**src/rtl/scfetch.sv**
```systemverilog
// Instruction-fetch stage: owns the PC, addresses the instruction ROM and
// registers each fetched word with its PC into a valid/ready slot for decode.
module scfetch #(
    parameter logic [31:0] RESET_PC = 32'h0000_0000
) (
    input  logic        clk,
    input  logic        rst,
    output logic [31:0] imem_addr,
    input  logic [31:0] imem_inst,
    output logic [31:0] out_inst,
    output logic [31:0] out_pc,
    output logic        out_valid,
    input  logic        out_ready,
    input  logic        redir_valid,
    input  logic [1:0]  redir_kind,
    input  logic [31:0] redir_base,
    input  logic [25:0] redir_imm,
    input  logic [31:0] redir_reg,
    output logic        misalign,
    output logic [31:0] fetch_count
);

    localparam logic [1:0] KIND_BRANCH = 2'b00;
    localparam logic [1:0] KIND_JUMP   = 2'b01;
    localparam logic [1:0] KIND_JR     = 2'b10;

    function automatic logic [31:0] branch_target(input logic [31:0] b4,
                                                  input logic [15:0] imm);
        branch_target = b4 + {{14{imm[15]}}, imm, 2'b00};
    endfunction

    function automatic logic [31:0] jump_target(input logic [31:0] b4,
                                                input logic [25:0] imm);
        jump_target = {b4[31:28], imm, 2'b00};
    endfunction

    logic [31:0] pc_q, pc_d;
    logic [31:0] out_inst_q, out_inst_d;
    logic [31:0] out_pc_q, out_pc_d;
    logic        out_valid_q, out_valid_d;
    logic        misalign_q, misalign_d;
    logic [31:0] fetch_count_q, fetch_count_d;

    logic        redir_eff_s;
    logic [31:0] base4_s;
    logic [31:0] target_s;

    // Redirect target selection; reserved kind is treated as no redirect.
    always_comb begin
        base4_s     = redir_base + 32'd4;
        redir_eff_s = 1'b0;
        target_s    = pc_q;
        case (redir_kind)
            KIND_BRANCH: begin
                redir_eff_s = redir_valid;
                target_s    = branch_target(base4_s, redir_imm[15:0]);
            end
            KIND_JUMP: begin
                redir_eff_s = redir_valid;
                target_s    = jump_target(base4_s, redir_imm);
            end
            KIND_JR: begin
                redir_eff_s = redir_valid;
                target_s    = {redir_reg[31:2], 2'b00};
            end
            default: begin
                redir_eff_s = 1'b0;
                target_s    = pc_q;
            end
        endcase
    end

    // Next-state: redirect flushes the slot, otherwise load when the slot frees.
    always_comb begin
        pc_d          = pc_q;
        out_inst_d    = out_inst_q;
        out_pc_d      = out_pc_q;
        out_valid_d   = out_valid_q;
        misalign_d    = misalign_q;
        fetch_count_d = fetch_count_q;

        // A slot flushed by a redirect in the same cycle still counts as accepted.
        if (out_valid_q && out_ready) begin
            fetch_count_d = fetch_count_q + 32'd1;
        end else begin
            fetch_count_d = fetch_count_q;
        end

        if (redir_eff_s) begin
            pc_d        = target_s;
            out_valid_d = 1'b0;
            if ((redir_kind == KIND_JR) && (redir_reg[1:0] != 2'b00)) begin
                misalign_d = 1'b1;
            end else begin
                misalign_d = misalign_q;
            end
        end else if (!out_valid_q || out_ready) begin
            out_inst_d  = imem_inst;
            out_pc_d    = pc_q;
            out_valid_d = 1'b1;
            pc_d        = pc_q + 32'd4;
        end else begin
            pc_d        = pc_q;
            out_valid_d = out_valid_q;
        end
    end

    // State registers with synchronous reset.
    always_ff @(posedge clk) begin
        if (rst) begin
            pc_q          <= RESET_PC;
            out_inst_q    <= 32'h0000_0000;
            out_pc_q      <= 32'h0000_0000;
            out_valid_q   <= 1'b0;
            misalign_q    <= 1'b0;
            fetch_count_q <= 32'h0000_0000;
        end else begin
            pc_q          <= pc_d;
            out_inst_q    <= out_inst_d;
            out_pc_q      <= out_pc_d;
            out_valid_q   <= out_valid_d;
            misalign_q    <= misalign_d;
            fetch_count_q <= fetch_count_d;
        end
    end

    assign imem_addr   = pc_q;
    assign out_inst    = out_inst_q;
    assign out_pc      = out_pc_q;
    assign out_valid   = out_valid_q;
    assign misalign    = misalign_q;
    assign fetch_count = fetch_count_q;

endmodule

```
**config.mk**
```make
export PLATFORM = sky130hd
export DESIGN_NAME = scfetch
export DESIGN_NICKNAME = d
export VERILOG_FILES = /design/src/rtl/scfetch.sv
export SDC_FILE = /design/constraint.sdc
export NUM_CORES = 1
export LEC_CHECK = 0
export CAP_MARGIN = 0
export CORE_UTILIZATION = 48
export CTS_CLUSTER_SIZE = 16
export DETAILED_ROUTE_END_ITERATION = 7
export PLACE_DENSITY = 0.9
export SLEW_MARGIN = 5
export SYNTH_ARGS = -nofsm -noshare
export SYNTH_HDL_FRONTEND = slang
export SYNTH_SLANG_ARGS = --single-unit
export TNS_END_PERCENT = 10
```
**constraint.sdc**
```tcl
create_clock -name clk -period 4.1 [get_ports clk]
set_input_delay 0.82 -clock clk [delete_from_list [all_inputs] [get_ports clk]]
set_output_delay 0.82 -clock clk [all_outputs]
set_load 0.01 [all_outputs]
```
==> impl.org <==
** Logic synthesis
- Share of synthesized area occupied by flip-flops and latches :: 31.7%
- By area, the combinational part of the netlist is dominated by compound AO/OA/AOI/OAI gates.
- Summing every instance area after synthesis gives 8210 um2.
- Counting flops with an async set or reset pin after synthesis yields a share of 0%.
- Mean Syn Cell Area :: 7.57 um2
- The synthesized netlist devotes 8.64% of its cell area to XOR and XNOR gates.
- Summing the areas of all and, or, nand and nor instances in the mapped netlist gives 24.3% of the synthesized area.
- Synthesis produced a netlist whose cell count is 1085.
- Number of synthesized flops with an enable pin :: 0
- Mapped Nets :: 1255
- Complex-gate fraction of the synthesized area :: 25.0%
- Synth Area in Adders :: 6.49%
- The synthesized design contains 130 register bits.
- The synthesized netlist contains 74 unique library cells.
- Of the post-synthesis cell area, the part taken by muxes is 0.244%.
- For this run, the leading register cell type out of synthesis is sky130_fd_sc_hd__dfxtp_1.
- For this run, the number of Yosys warnings is 0.

** Detailed routing
- Once detail routing completed, the nets flagged for antenna violations numbered 0.
- Remaining design rule violation count :: 0
- Number of DRC markers in iteration 0 :: 907
- Wire length after detailed routing :: 29000 um
- First-pass DRT Iterations :: 7
- Dividing the detail-routed via count by the number of cells gives 5.84.
- Dividing the detail-routed wire length by the instance count gives 17.6 um.
- Overall via count from detail_route :: 9631

** Final layout
- Filler instances :: 1201
- The library cell used most frequently in the layout, excluding fill and tap cells, is sky130_fd_sc_hd__clkdlybuf4s50_1.
- Layout cells sized above 1 :: 12.6%
- From synthesis to final layout, the design area changed by 49.6%.
- Final nets :: 1586
- Leading cell types in the layout, fill and taps excluded :: 256 x sky130_fd_sc_hd__clkdlybuf4s50_1, 201 x sky130_fd_sc_hd__nand2_1, 130 x sky130_fd_sc_hd__dfxtp_1
- Post-route standard cell area excluding fillers :: 12300 um2
- The repair_antennas step left the layout with diodes totalling 0.

** STA
- The final critical path takes up 97.5% of the cycle.
- The final hold violation count came to 0.
- At the pin with the least slew margin, the transition time is 0.942 ns.
- Final worst clock skew :: 0.0168 ns
- Setup violations remaining at the end of the flow were counted as 0.
- Derived from the worst setup path, the maximum achievable clock frequency is 250 MHz.
- Final slew viol count :: 0
- Final critical delay including setup and external delays :: 4.00 ns
- Slew headroom :: 37.1%

** Global route
- Maximum number of pins on one net before global-route repair :: 80
- Global-route usage over all layers :: 32.5%
- The first global-routing pass estimated 45800 um of wire.
- Global routing finished with a remaining overflow of 0.
- The via count of the first global-routing pass was 9085.
- The number of antenna violations at the first check in global routing came to 0.

** CTS
- The H-tree was split into 4 levels.
- Cell at the root of the clock tree :: sky130_fd_sc_hd__clkbuf_16
- Buffers inserted to repair hold after CTS numbered 0.
- Counting along the longest clock path gives a buffer depth of 2.
- Clock-pin slew was measured on the worst setup and hold paths at 0.06 ns.
- The later pin in the worst-skew pair is clocked with a latency of 0.43 ns.
- TritonCTS built the clock tree.
- The number of clock buffers added by TritonCTS is 17.
- Clock sink total :: 130

** Job
- Number of max-cap violations :: 0

** Floorplanning
- In this run the count of I/O pins placed on the die edge is 258.
- The floorplan step set the die height to 133 um.
- Area inside the core boundary :: 16600 um2
- Die extent in x :: 133 um
- Effective utilization at floorplan :: 49.3%
- Die ar. :: 17600 um2
- Number of placement rows :: 47

** Power
- In this run the power density over the cells is 313 nW/um2.
- Power comes to 3.85 mW.
- Worst VDD drop :: 0.238 mV
- Cell leakage power :: 4.64 nW

** Setup path
- Kind of end point of the critical path :: flop
- At the worst endpoint, the required time is 4.37 ns.
- Flop2flop setup slack :: 1.56 ns
- Kind of launch point of the worst setup path :: primary input
- Reg-to-reg critical path endpoint :: imem_addr[24]
- Reg2Reg Depth :: 8
- Along the worst path, the maximum fanout reaches 6.
- The startpoint identified for the worst register-to-register timing path is imem_addr[13].
- The worst setup path is of the primary input to flop kind.
- STA puts the critical path data arrival time at 4.27 ns.

** Place
- Total placed instance area :: 11700 um2
- Routability-driven placement finished with a final weighted congestion of 0.990.
- Count of buffers from port buffering :: 257
- Summed over all nets, the half-perimeter wirelength after detailed placement is 22100 um.

** Hold path
- The startpoint identified for the worst hold timing path is out_pc[7].
- For hold timing, the worst endpoint is out_pc[7].
- The min-delay analysis places its worst path in the category flop to flop.
- Count of cells along the worst hold path :: 2

** Status
- The run finished with clean final reports.
worst max-delay path by stage:
stage,to,startpoint,slack (ns),cells past startpoint
after floorplan,imem_addr[29],redir_base[5],0.34,14
after global placement,imem_addr[29],redir_base[5],-0.22,16
after detailed placement,imem_addr[30],redir_base[5],-0.29,16
after CTS,imem_addr[30],redir_base[5],0.1,16
after global routing,imem_addr[31],redir_base[5],-0.05,16
final,imem_addr[31],redir_base[3],0.10,16
worst max-delay path: stages:
cell and delay (ns):
sky130_fd_sc_hd__clkdlybuf4s50_1 0.58, sky130_fd_sc_hd__nand2_1 0.11, sky130_fd_sc_hd__nor3_2 0.25, sky130_fd_sc_hd__buf_4 0.19
sky130_fd_sc_hd__nand4_1 0.12, sky130_fd_sc_hd__xnor2_1 0.15, sky130_fd_sc_hd__ha_1 0.30, sky130_fd_sc_hd__nand3_1 0.11
sky130_fd_sc_hd__nor4_1 0.32, sky130_fd_sc_hd__buf_4 0.17, sky130_fd_sc_hd__a311oi_1 0.10, sky130_fd_sc_hd__a21oi_2 0.22
sky130_fd_sc_hd__a41oi_2 0.17, sky130_fd_sc_hd__buf_4 0.17, sky130_fd_sc_hd__o41ai_1 0.34, sky130_fd_sc_hd__o22ai_1 0.13
layout make-up:
cell class | instances | area, um2 | area share [%]
clock buffer | 17 | 425 | 3.46
timing repair buffer | 371 | 3430 | 27.9
sequential | 130 | 2600 | 21.2
multi-input combinational | 878 | 5380 | 43.8
inverter | 18 | 67.6 | 0.550
clock inverter | 14 | 109 | 0.886
tap | 220 | 275 | 2.24
sequential cells by signal, indices dropped and copies added (netlist names):
name	flops
fetch_count	32
out_pc	32
imem_addr	32
misalign	1
out_valid	1
out_inst	32
cell usage after synthesis (17+ instances only):
cell | instances | area (um2)
sky130_fd_sc_hd__a21oi_1 | 132 | 661
sky130_fd_sc_hd__inv_1 | 18 | 67.6
sky130_fd_sc_hd__o21ai_0 | 59 | 295
sky130_fd_sc_hd__clkbuf_1 | 44 | 165
sky130_fd_sc_hd__nor3_1 | 17 | 85.1
sky130_fd_sc_hd__ha_1 | 41 | 513
sky130_fd_sc_hd__nor2_1 | 81 | 304
sky130_fd_sc_hd__and3_1 | 22 | 138
sky130_fd_sc_hd__nand3_1 | 45 | 225
sky130_fd_sc_hd__nand2_1 | 202 | 758
sky130_fd_sc_hd__dfxtp_1 | 130 | 2600
sky130_fd_sc_hd__xnor2_1 | 46 | 403
sky130_fd_sc_hd__nand4_1 | 23 | 144
sky130_fd_sc_hd__xor2_1 | 35 | 307
where the power goes:
| part | leakage (nW) | internal [mW] | total [mW] | switching, mW |
|---|---|---|---|---|
| sequential | 1.06 | 1.33 | 1.41 | 0.0776 |
| combinational | 3.33 | 0.535 | 1.08 | 0.540 |
| clock | 0.254 | 0.775 | 1.36 | 0.587 |
| total | 4.64 | 2.64 | 3.85 | 1.20 |
per-stage QoR:
step | setup TNS, ns | setup WS (ns) | hold slack, ns | util (%) | cells
after detailed placement | -2.53 | -0.288 | 0.445 | 70.2 | 1616
final | 0 | 0.101 | 0.453 | 73.8 | 1648
after global placement | -1.56 | -0.223 | 0.441 | 70.2 | 1616
after global routing | -0.0813 | -0.0501 | 0.469 | 73.8 | 1648
after floorplan | 0 | 0.339 | 0.481 | - | 1085
after CTS | 0 | 0.0985 | 0.453 | 73.4 | 1647
repair_timing:
action                     CTS  global route
setup buffers                0             1
setup endpoints to repair    0             9
resized for setup            0            12
logic make-up after synthesis:
| kind of cell | Yosys count |
|---|---|
| flip-flops | 130 |
| XOR/XNOR | 81 |
| adder cells (fa/ha/maj) | 42 |
| multiplexers | 2 |
| buffers and inverters | 77 |
| AO/OA/AOI/OAI | 318 |
| AND/OR/NAND/NOR | 435 |
metal layers:
metal | routed length [um] | global-route usage, %
met1 | 11600 | 38.7
met4 | 972 | 13.7
met3 | 2140 | 6.78
met5 | 0 | 0
met2 | 14300 | 56.5
(Power assumes the default switching activity.)
